--- src/rtl/ad_capture_arbiter_if.sv ---
// Bus bundle between the capture arbiter, the channel engines, the FIFO and the MCU.
interface ad_capture_arbiter_if #(
  parameter int NUM_CH = 4,
  parameter int DW     = 12,
  parameter int CH_W   = 2
);
  logic                   arb_enable;
  logic                   one_second_clk;
  logic                   fifo_idle;
  logic                   mcu_ack;
  logic [NUM_CH-1:0]      ch_start;
  logic [NUM_CH-1:0]      ch_done;
  logic [NUM_CH-1:0]      ch_wr_en;
  logic [NUM_CH*DW-1:0]   ch_wr_data;
  logic [NUM_CH-1:0]      ch_save_enable;
  logic                   fifo_wr_en;
  logic [DW-1:0]          fifo_wr_data;
  logic                   irq;
  logic [CH_W-1:0]        active_ch;
  logic [31:0]            event_sec;
  logic                   timeout_flag;
  logic                   busy;

  // Arbiter side.
  modport slave (
    input  arb_enable, one_second_clk, fifo_idle, mcu_ack,
    input  ch_start, ch_done, ch_wr_en, ch_wr_data,
    output ch_save_enable, fifo_wr_en, fifo_wr_data, irq,
    output active_ch, event_sec, timeout_flag, busy
  );

  // Engines / FIFO / MCU side.
  modport master (
    output arb_enable, one_second_clk, fifo_idle, mcu_ack,
    output ch_start, ch_done, ch_wr_en, ch_wr_data,
    input  ch_save_enable, fifo_wr_en, fifo_wr_data, irq,
    input  active_ch, event_sec, timeout_flag, busy
  );
endinterface

--- src/rtl/ad_capture_arbiter.sv ---
// Round-robin arbiter sharing one capture FIFO write port between NUM_CH
// AD9238 capture engines, with event timestamping, MCU interrupt and hold-off.
module ad_capture_arbiter #(
  parameter int NUM_CH            = 4,
  parameter int DW                = 12,
  parameter int CH_W              = 2,
  parameter int CAPTURE_TIMEOUT_S = 2,
  parameter int READ_TIMEOUT_S    = 10,
  parameter int HOLDOFF_CYC       = 1000
) (
  input  logic                 clk_100m,
  input  logic                 reset_n,
  ad_capture_arbiter_if.slave  bus
);

  localparam int PW = CH_W + 1;

  typedef enum logic [1:0] {
    S_IDLE,
    S_CAPTURE,
    S_NOTIFY,
    S_HOLDOFF
  } state_t;

  state_t              r_state;
  state_t              w_state_nxt;

  logic [1:0]          r_sync;
  logic                r_sec_prev;
  logic [31:0]         r_sec_cnt;
  logic                w_sec_tick;

  logic [31:0]         r_to_cnt;
  logic [31:0]         w_to_cnt_nxt;
  logic [31:0]         r_ho_cnt;
  logic [31:0]         w_ho_cnt_nxt;
  logic [CH_W-1:0]     r_ptr;
  logic [CH_W-1:0]     w_ptr_nxt;

  logic [NUM_CH-1:0]   r_save_en,  w_save_en_nxt;
  logic                r_wr_en,    w_wr_en_nxt;
  logic [DW-1:0]       r_wr_data,  w_wr_data_nxt;
  logic                r_irq,      w_irq_nxt;
  logic [CH_W-1:0]     r_active,   w_active_nxt;
  logic [31:0]         r_event,    w_event_nxt;
  logic                r_to_flag,  w_to_flag_nxt;
  logic                r_busy,     w_busy_nxt;

  logic [NUM_CH-1:0]   w_req;
  logic                w_grant;
  logic [CH_W-1:0]     w_winner;
  logic [CH_W-1:0]     w_winner_inc;

  assign w_sec_tick = r_sync[1] & ~r_sec_prev;

  // Synchronise the 1 Hz clock and keep the free-running seconds counter.
  always_ff @(posedge clk_100m or negedge reset_n) begin
    if (!reset_n) begin
      r_sync     <= '0;
      r_sec_prev <= 1'b0;
      r_sec_cnt  <= '0;
    end else begin
      r_sync     <= {r_sync[0], bus.one_second_clk};
      r_sec_prev <= r_sync[1];
      if (w_sec_tick) r_sec_cnt <= r_sec_cnt + 32'd1;
    end
  end

  // Round-robin search: first armed start request at or after the pointer.
  always_comb begin
    logic [PW-1:0] v_sum;
    logic [PW-1:0] v_inc;
    v_sum        = '0;
    v_inc        = '0;
    w_grant      = 1'b0;
    w_winner     = '0;
    w_req        = bus.ch_start & r_save_en & {NUM_CH{bus.arb_enable}};
    for (int unsigned i = 0; i < NUM_CH; i++) begin
      v_sum = {1'b0, r_ptr} + PW'(i);
      if (v_sum >= PW'(NUM_CH)) v_sum = v_sum - PW'(NUM_CH);
      if (!w_grant && w_req[v_sum[CH_W-1:0]]) begin
        w_grant  = 1'b1;
        w_winner = v_sum[CH_W-1:0];
      end
    end
    v_inc = {1'b0, w_winner} + PW'(1);
    if (v_inc >= PW'(NUM_CH)) v_inc = '0;
    w_winner_inc = v_inc[CH_W-1:0];
  end

  // Next state and next values of every registered output.
  always_comb begin
    w_state_nxt   = r_state;
    w_ptr_nxt     = r_ptr;
    w_active_nxt  = r_active;
    w_event_nxt   = r_event;
    w_to_flag_nxt = r_to_flag;
    w_save_en_nxt = '0;
    w_wr_en_nxt   = 1'b0;
    w_wr_data_nxt = '0;
    w_irq_nxt     = 1'b0;
    w_busy_nxt    = 1'b0;
    w_to_cnt_nxt  = '0;
    w_ho_cnt_nxt  = '0;

    case (r_state)
      S_IDLE: begin
        if (w_grant) begin
          w_state_nxt   = S_CAPTURE;
          w_active_nxt  = w_winner;
          w_event_nxt   = r_sec_cnt;
          w_to_flag_nxt = 1'b0;
          w_ptr_nxt     = w_winner_inc;
        end
      end
      S_CAPTURE: begin
        if (bus.ch_done[r_active]) begin
          w_state_nxt = S_NOTIFY;
        end else if (r_to_cnt >= 32'(CAPTURE_TIMEOUT_S)) begin
          w_state_nxt   = S_HOLDOFF;
          w_to_flag_nxt = 1'b1;
        end
      end
      S_NOTIFY: begin
        if (bus.mcu_ack) begin
          w_state_nxt = S_HOLDOFF;
        end else if (r_to_cnt >= 32'(READ_TIMEOUT_S)) begin
          w_state_nxt   = S_HOLDOFF;
          w_to_flag_nxt = 1'b1;
        end
      end
      S_HOLDOFF: begin
        if (r_ho_cnt >= 32'(HOLDOFF_CYC - 1)) w_state_nxt = S_IDLE;
      end
      default: w_state_nxt = S_IDLE;
    endcase

    // Disable overrides everything but keeps the event record intact.
    if (!bus.arb_enable) begin
      w_state_nxt   = S_IDLE;
      w_ptr_nxt     = r_ptr;
      w_active_nxt  = r_active;
      w_event_nxt   = r_event;
      w_to_flag_nxt = r_to_flag;
    end

    case (w_state_nxt)
      S_IDLE:    w_save_en_nxt = (bus.arb_enable && bus.fifo_idle) ? '1 : '0;
      S_CAPTURE: w_save_en_nxt[w_active_nxt] = 1'b1;
      default:   w_save_en_nxt = '0;
    endcase

    // Writes only pass while the capture continues, so NOTIFY never shows a strobe.
    if (r_state == S_CAPTURE && w_state_nxt == S_CAPTURE && bus.ch_wr_en[r_active]) begin
      w_wr_en_nxt   = 1'b1;
      w_wr_data_nxt = bus.ch_wr_data[r_active*DW +: DW];
    end

    w_irq_nxt  = (w_state_nxt == S_NOTIFY);
    w_busy_nxt = (w_state_nxt != S_IDLE);

    if (w_state_nxt == r_state) begin
      w_to_cnt_nxt = r_to_cnt + {31'd0, w_sec_tick};
      if (r_state == S_HOLDOFF) w_ho_cnt_nxt = r_ho_cnt + 32'd1;
    end
  end

  // State, counters and output registers.
  always_ff @(posedge clk_100m or negedge reset_n) begin
    if (!reset_n) begin
      r_state   <= S_IDLE;
      r_ptr     <= '0;
      r_to_cnt  <= '0;
      r_ho_cnt  <= '0;
      r_save_en <= '0;
      r_wr_en   <= 1'b0;
      r_wr_data <= '0;
      r_irq     <= 1'b0;
      r_active  <= '0;
      r_event   <= '0;
      r_to_flag <= 1'b0;
      r_busy    <= 1'b0;
    end else begin
      r_state   <= w_state_nxt;
      r_ptr     <= w_ptr_nxt;
      r_to_cnt  <= w_to_cnt_nxt;
      r_ho_cnt  <= w_ho_cnt_nxt;
      r_save_en <= w_save_en_nxt;
      r_wr_en   <= w_wr_en_nxt;
      r_wr_data <= w_wr_data_nxt;
      r_irq     <= w_irq_nxt;
      r_active  <= w_active_nxt;
      r_event   <= w_event_nxt;
      r_to_flag <= w_to_flag_nxt;
      r_busy    <= w_busy_nxt;
    end
  end

  assign bus.ch_save_enable = r_save_en;
  assign bus.fifo_wr_en     = r_wr_en;
  assign bus.fifo_wr_data   = r_wr_data;
  assign bus.irq            = r_irq;
  assign bus.active_ch      = r_active;
  assign bus.event_sec      = r_event;
  assign bus.timeout_flag   = r_to_flag;
  assign bus.busy           = r_busy;

endmodule

--- src/flat_wrapper.sv ---
// flat-port wrapper written by rule: the top's interface ports become plain ports
module ad_capture_arbiter_flat 
#(
  parameter int NUM_CH            = 4,
  parameter int DW                = 12,
  parameter int CH_W              = 2,
  parameter int CAPTURE_TIMEOUT_S = 2,
  parameter int READ_TIMEOUT_S    = 10,
  parameter int HOLDOFF_CYC       = 1000
)
  (clk_100m, reset_n, bus_arb_enable, bus_one_second_clk, bus_fifo_idle, bus_mcu_ack, bus_ch_start, bus_ch_done, bus_ch_wr_en, bus_ch_wr_data, bus_ch_save_enable, bus_fifo_wr_en, bus_fifo_wr_data, bus_irq, bus_active_ch, bus_event_sec, bus_timeout_flag, bus_busy);
  ad_capture_arbiter_if #(.NUM_CH(NUM_CH), .DW(DW), .CH_W(CH_W)) bus_i ();
  input  logic clk_100m;
  input  logic reset_n;
  input wire logic [$bits(bus_i.arb_enable)-1:0] bus_arb_enable;
  input wire logic [$bits(bus_i.one_second_clk)-1:0] bus_one_second_clk;
  input wire logic [$bits(bus_i.fifo_idle)-1:0] bus_fifo_idle;
  input wire logic [$bits(bus_i.mcu_ack)-1:0] bus_mcu_ack;
  input wire logic [$bits(bus_i.ch_start)-1:0] bus_ch_start;
  input wire logic [$bits(bus_i.ch_done)-1:0] bus_ch_done;
  input wire logic [$bits(bus_i.ch_wr_en)-1:0] bus_ch_wr_en;
  input wire logic [$bits(bus_i.ch_wr_data)-1:0] bus_ch_wr_data;
  output wire logic [$bits(bus_i.ch_save_enable)-1:0] bus_ch_save_enable;
  output wire logic [$bits(bus_i.fifo_wr_en)-1:0] bus_fifo_wr_en;
  output wire logic [$bits(bus_i.fifo_wr_data)-1:0] bus_fifo_wr_data;
  output wire logic [$bits(bus_i.irq)-1:0] bus_irq;
  output wire logic [$bits(bus_i.active_ch)-1:0] bus_active_ch;
  output wire logic [$bits(bus_i.event_sec)-1:0] bus_event_sec;
  output wire logic [$bits(bus_i.timeout_flag)-1:0] bus_timeout_flag;
  output wire logic [$bits(bus_i.busy)-1:0] bus_busy;
  assign bus_i.arb_enable = bus_arb_enable;
  assign bus_i.one_second_clk = bus_one_second_clk;
  assign bus_i.fifo_idle = bus_fifo_idle;
  assign bus_i.mcu_ack = bus_mcu_ack;
  assign bus_i.ch_start = bus_ch_start;
  assign bus_i.ch_done = bus_ch_done;
  assign bus_i.ch_wr_en = bus_ch_wr_en;
  assign bus_i.ch_wr_data = bus_ch_wr_data;
  assign bus_ch_save_enable = bus_i.ch_save_enable;
  assign bus_fifo_wr_en = bus_i.fifo_wr_en;
  assign bus_fifo_wr_data = bus_i.fifo_wr_data;
  assign bus_irq = bus_i.irq;
  assign bus_active_ch = bus_i.active_ch;
  assign bus_event_sec = bus_i.event_sec;
  assign bus_timeout_flag = bus_i.timeout_flag;
  assign bus_busy = bus_i.busy;
  ad_capture_arbiter #(.NUM_CH(NUM_CH), .DW(DW), .CH_W(CH_W), .CAPTURE_TIMEOUT_S(CAPTURE_TIMEOUT_S), .READ_TIMEOUT_S(READ_TIMEOUT_S), .HOLDOFF_CYC(HOLDOFF_CYC)) u_core (.clk_100m(clk_100m), .reset_n(reset_n), .bus(bus_i));
endmodule
--- config.mk ---
export PLATFORM = sky130hd
export DESIGN_NAME = ad_capture_arbiter_flat
export DESIGN_NICKNAME = d
export VERILOG_FILES = /design/src/rtl/ad_capture_arbiter_if.sv /design/src/rtl/ad_capture_arbiter.sv /design/src/flat_wrapper.sv
export SDC_FILE = /design/constraint.sdc
export NUM_CORES = 1
export LEC_CHECK = 0
export ABC_AREA = 1
export BUFFER_PORTS_ARGS = -buffer_cell sky130_fd_sc_hd__buf_2
export CORE_MARGIN = 2
export CORE_UTILIZATION = 58
export DETAILED_ROUTE_END_ITERATION = 12
export PLACE_DENSITY = 0.92
export SETUP_SLACK_MARGIN = 0.3
export SYNTH_ARGS = -nofsm -noshare
export SYNTH_HDL_FRONTEND = slang
export SYNTH_SLANG_ARGS = --single-unit
--- constraint.sdc ---
create_clock -name clk_100m -period 3.15 [get_ports clk_100m]
set_input_delay 0.1575 -clock clk_100m [delete_from_list [all_inputs] [get_ports clk_100m]]
set_output_delay 0.1575 -clock clk_100m [all_outputs]
set_load 0.05 [all_outputs]
==> impl_results.md <==
- WP data required: 3.47 ns
- Hold path start: bus_ch_wr_data[33]
- Clock skew: 0.0112 ns
- GRT Total Usage: 28.0%
- Cell Chain, Critical Path: nor2_4 -> ha_1 -> ha_1 -> nand4_1 -> nor3_1 -> nand2_1 -> nor2_1 -> nand3_1 -> nor2_1 -> xnor2_1 -> nor2_1
- Sequential area share after synthesis: 47.1%
- Hold Fails Final Rpt: 0
- Bufs and invs on worst path: 0
- Die area: 0.0154 mm^2
- HPWL Detailed: ~14,000 um
- Detailed-route DRC error count: 0
- Clock root cell: clkbuf_16
- Main synth FF type: dfrtp_1
- CTS tree: done
- Core Util, Final: between 60% and 70%
- WL per Instance: 15.1 um
- Count leader, synth: nand2_1
- Synth cell count leaders: nand2_1 (295), nor2_1 (162), dfrtp_1 (157)
- DRT iter0 DRCs: between 800 and 900
- CP startpoint kind: flip-flop
- Post-route insts no fill: 1,379
- Hold Crit Class: in2reg
- Via density: approximately 5.6
- Post-synth top area share: a little under half
- Synth Register Bits: 157
- # clock sinks: 157
- Via count: 7,744
- CTS buffer count: 17
- Number of max-cap violations: 0
- Largest net degree at the start of global routing: 93
- Max incr delay on CP: 0.39 ns
- Initial antenna violation count: 1
- Netlist Area Pre-Place: 0.00835 mm^2
- Fin crit share: around four fifths
- Pwr dens: 751 mW/mm^2
- Syn Nets: between 1,000 and 1,500
- Final Critical Period: 2.54 ns
- Area contributors post-synth: dfrtp_1 (47%), nand2_1 (13%), nor2_1 (7.3%)
- Die X-Extent: 124 um
- Clk_lat worst skew: 0.43 ns
- Core Area: 0.0140 mm^2
- Status: finished clean
- Final #Nets: 1,260
- R2R Path Start: u_core.r_sec_prev
- Die height: approximately 120 um
- Setup TNS: 0 ns
- Max FO, Critical Path: 7
- Largest vdd supply drop: between 0.0006 and 0.0007 V
- Crit end category: flip-flop
- Cell row count: 43
- Total gr overflow: 0
- Critical path's slowest cell: dfrtp_1
- DRT Wirelength: ~21,000 um
- YS warnings: 0
- Max frequency: 394 MHz
- Top Ports: 120
- Setup Crit Path Kind: reg2reg
- Max-slew violations: 0
- Number of global-route vias before repair: 7,393
- Leak Pwr: 4.75 nW
- EDFF count, synth: 0
- Setup Viol. Count Final: 0
- Port Buf Inserts: 119
- Slew margin rel.: 43.4%
- Crit path max-delay family: simple AND/OR/NAND/NOR gates
- CTS clk-pin slew, worst paths: 0.07 ns
- Most used cell along the critical path: nor2_1
- Post-CTS setup buffer count: 0
- RePlAce Congestion: 0.967
- Avg Cell Area, Syn: 7.85 um^2
- Antenna violation net count after detailed routing: 0
- Bufs on Longest Clock Path: 2
- Area Overhead vs Synth: 16.8%
- Setup crit start: u_core.r_sec_prev
- TritonRoute pass-1 iters: 6
- Post-Synthesis Cells: roughly 1,100
- Share of cells above drive strength 1: between 10% and 20%
- Data arrival time of the worst path: 2.86 ns
- First-pass GRT wire length: 33,700 um
- RSZ-0062 raised after global routing: false
- Initial Utilization: approximately 60%
- Inst Count DP: 1,344
- H-tree Lvls: 4
- Post-synth ARST share: 100%
- Slew at the pin with the worst max-slew slack: 0.849 ns
- Cell type with the largest total area after synthesis: dfrtp_1
- Cell variety after synth: 36
flip-flops by register name, summed over array words and instances (netlist names), 2 cells and up, named ones only:
name,count
u_core.r_ho_cnt,32
u_core.r_sec_cnt,32
u_core.r_to_cnt,32
u_core.r_state,2
u_core.r_sync,2
u_core.bus.event_sec,32
u_core.bus.fifo_wr_data,12
u_core.bus.ch_save_enable,4
u_core.bus.active_ch,2
routing by layer:
layer / wire length [um] / track usage [%]
met4: 817 / 13.8
met2: 10300 / 46.3
met5: 0 / 0
met1: 8300 / 34.4
met3: 1380 / 7.05
power by group:
part | total (W) | internal [W] | switching (W)
combinational | 0.00285 | 0.000769 | 0.00208
clock | 0.00212 | 0.00115 | 0.000963
sequential | 0.00235 | 0.00219 | 0.000164
cell usage in the layout, fill, tap and decap left out, types with 2 or more instances in the layout:
master         netlist  layout
a21oi_1             16      16
a32o_1              12      12
buf_2                6     118
buf_4                2       8
clkbuf_16            0      17
clkinv_4             0       2
clkinv_8             0       4
dfrtp_1            157     157
dlygate4sd3_1        0       2
ha_1                 9       9
inv_1               91      91
inv_2                6       6
inv_6                0       2
inv_8                0       4
nand2_1            295     295
nand2_2              8       8
nand3_1             61      61
nand3_2              3       3
nand3b_1             7       7
nand4_1             35      35
nor2_1             162     162
nor2_2              11      11
nor2_4               2       2
nor3_1              29      29
nor3_2               3       3
nor4_1              14      13
o211ai_1             2       2
o21ai_0             32      32
o31ai_1              2       2
or2_2               10      10
xnor2_1             12      12
xor2_1              50      50
through the flow:
stage	total power, W	instance area (um^2)	setup WS [ns]	hold slack (ns)
6_report	0.00732	9740	0.614	0.0673
5_1_grt	0.00775	9740	0.383	0.0623
4_1_cts	0.00732	9740	0.502	0.0578
3_5_place_dp	0.00517	9090	0.645	0.268
3_3_place_gp	0.00510	9090	0.741	0.266
2_1_floorplan	0.00465	8350	0.960	-0.138
worst reg2reg max path, cell delays in order, from the launching register on:
cell     delay, ns
dfrtp_1       0.39
nor2_4        0.19
ha_1          0.22
ha_1          0.23
nand4_1       0.20
nor3_1        0.30
nand2_1       0.16
nor2_1        0.23
nand3_1       0.16
nor2_1        0.15
xnor2_1       0.13
nor2_1        0.06
area by class of cell:
type                       instances  area, um^2
sequential                       157        3930
clock buffer                      17         425
fill                            1002        4240
inverter                          99         374
timing repair buffer             130         702
clock inverter                    15         199
multi-input combinational        780        3890
tap                              180         225
antenna                            1        2.50
path summary, 6_finish.rpt:
kind,to,slack [ns],cells past startpoint
min in group asynchronous,u_core.r_ho_cnt[11],0.38,2
worst min-delay path,u_core.bus.fifo_wr_data[9],0.07,4
max in group asynchronous,u_core.r_sec_cnt[28],1.90,3
worst min register to register,u_core.r_sync[1],0.35,0
worst max-delay path,u_core.r_to_cnt[28],0.61,11
worst max register to register,u_core.r_to_cnt[28],0.61,11
logic make-up after synthesis:
| family | after synthesis | share of synthesized area, % |
|---|---|---|
| adder cells (fa/ha/maj) | 9 | 1.35 |
| AND/OR/NAND/NOR | 642 | 33.6 |
| buffers and inverters | 126 | 6.42 |
| flip-flops | 157 | 47.1 |
| XOR/XNOR | 62 | 6.51 |
| AO/OA/AOI/OAI | 67 | 5.01 |
repair_timing:
action,CTS,global route
setup endpoints to repair,0,2
gates resized for setup,0,1
hold buffers,2,0
hold endpoints to repair,90,0
(Power assumes the default switching activity.)
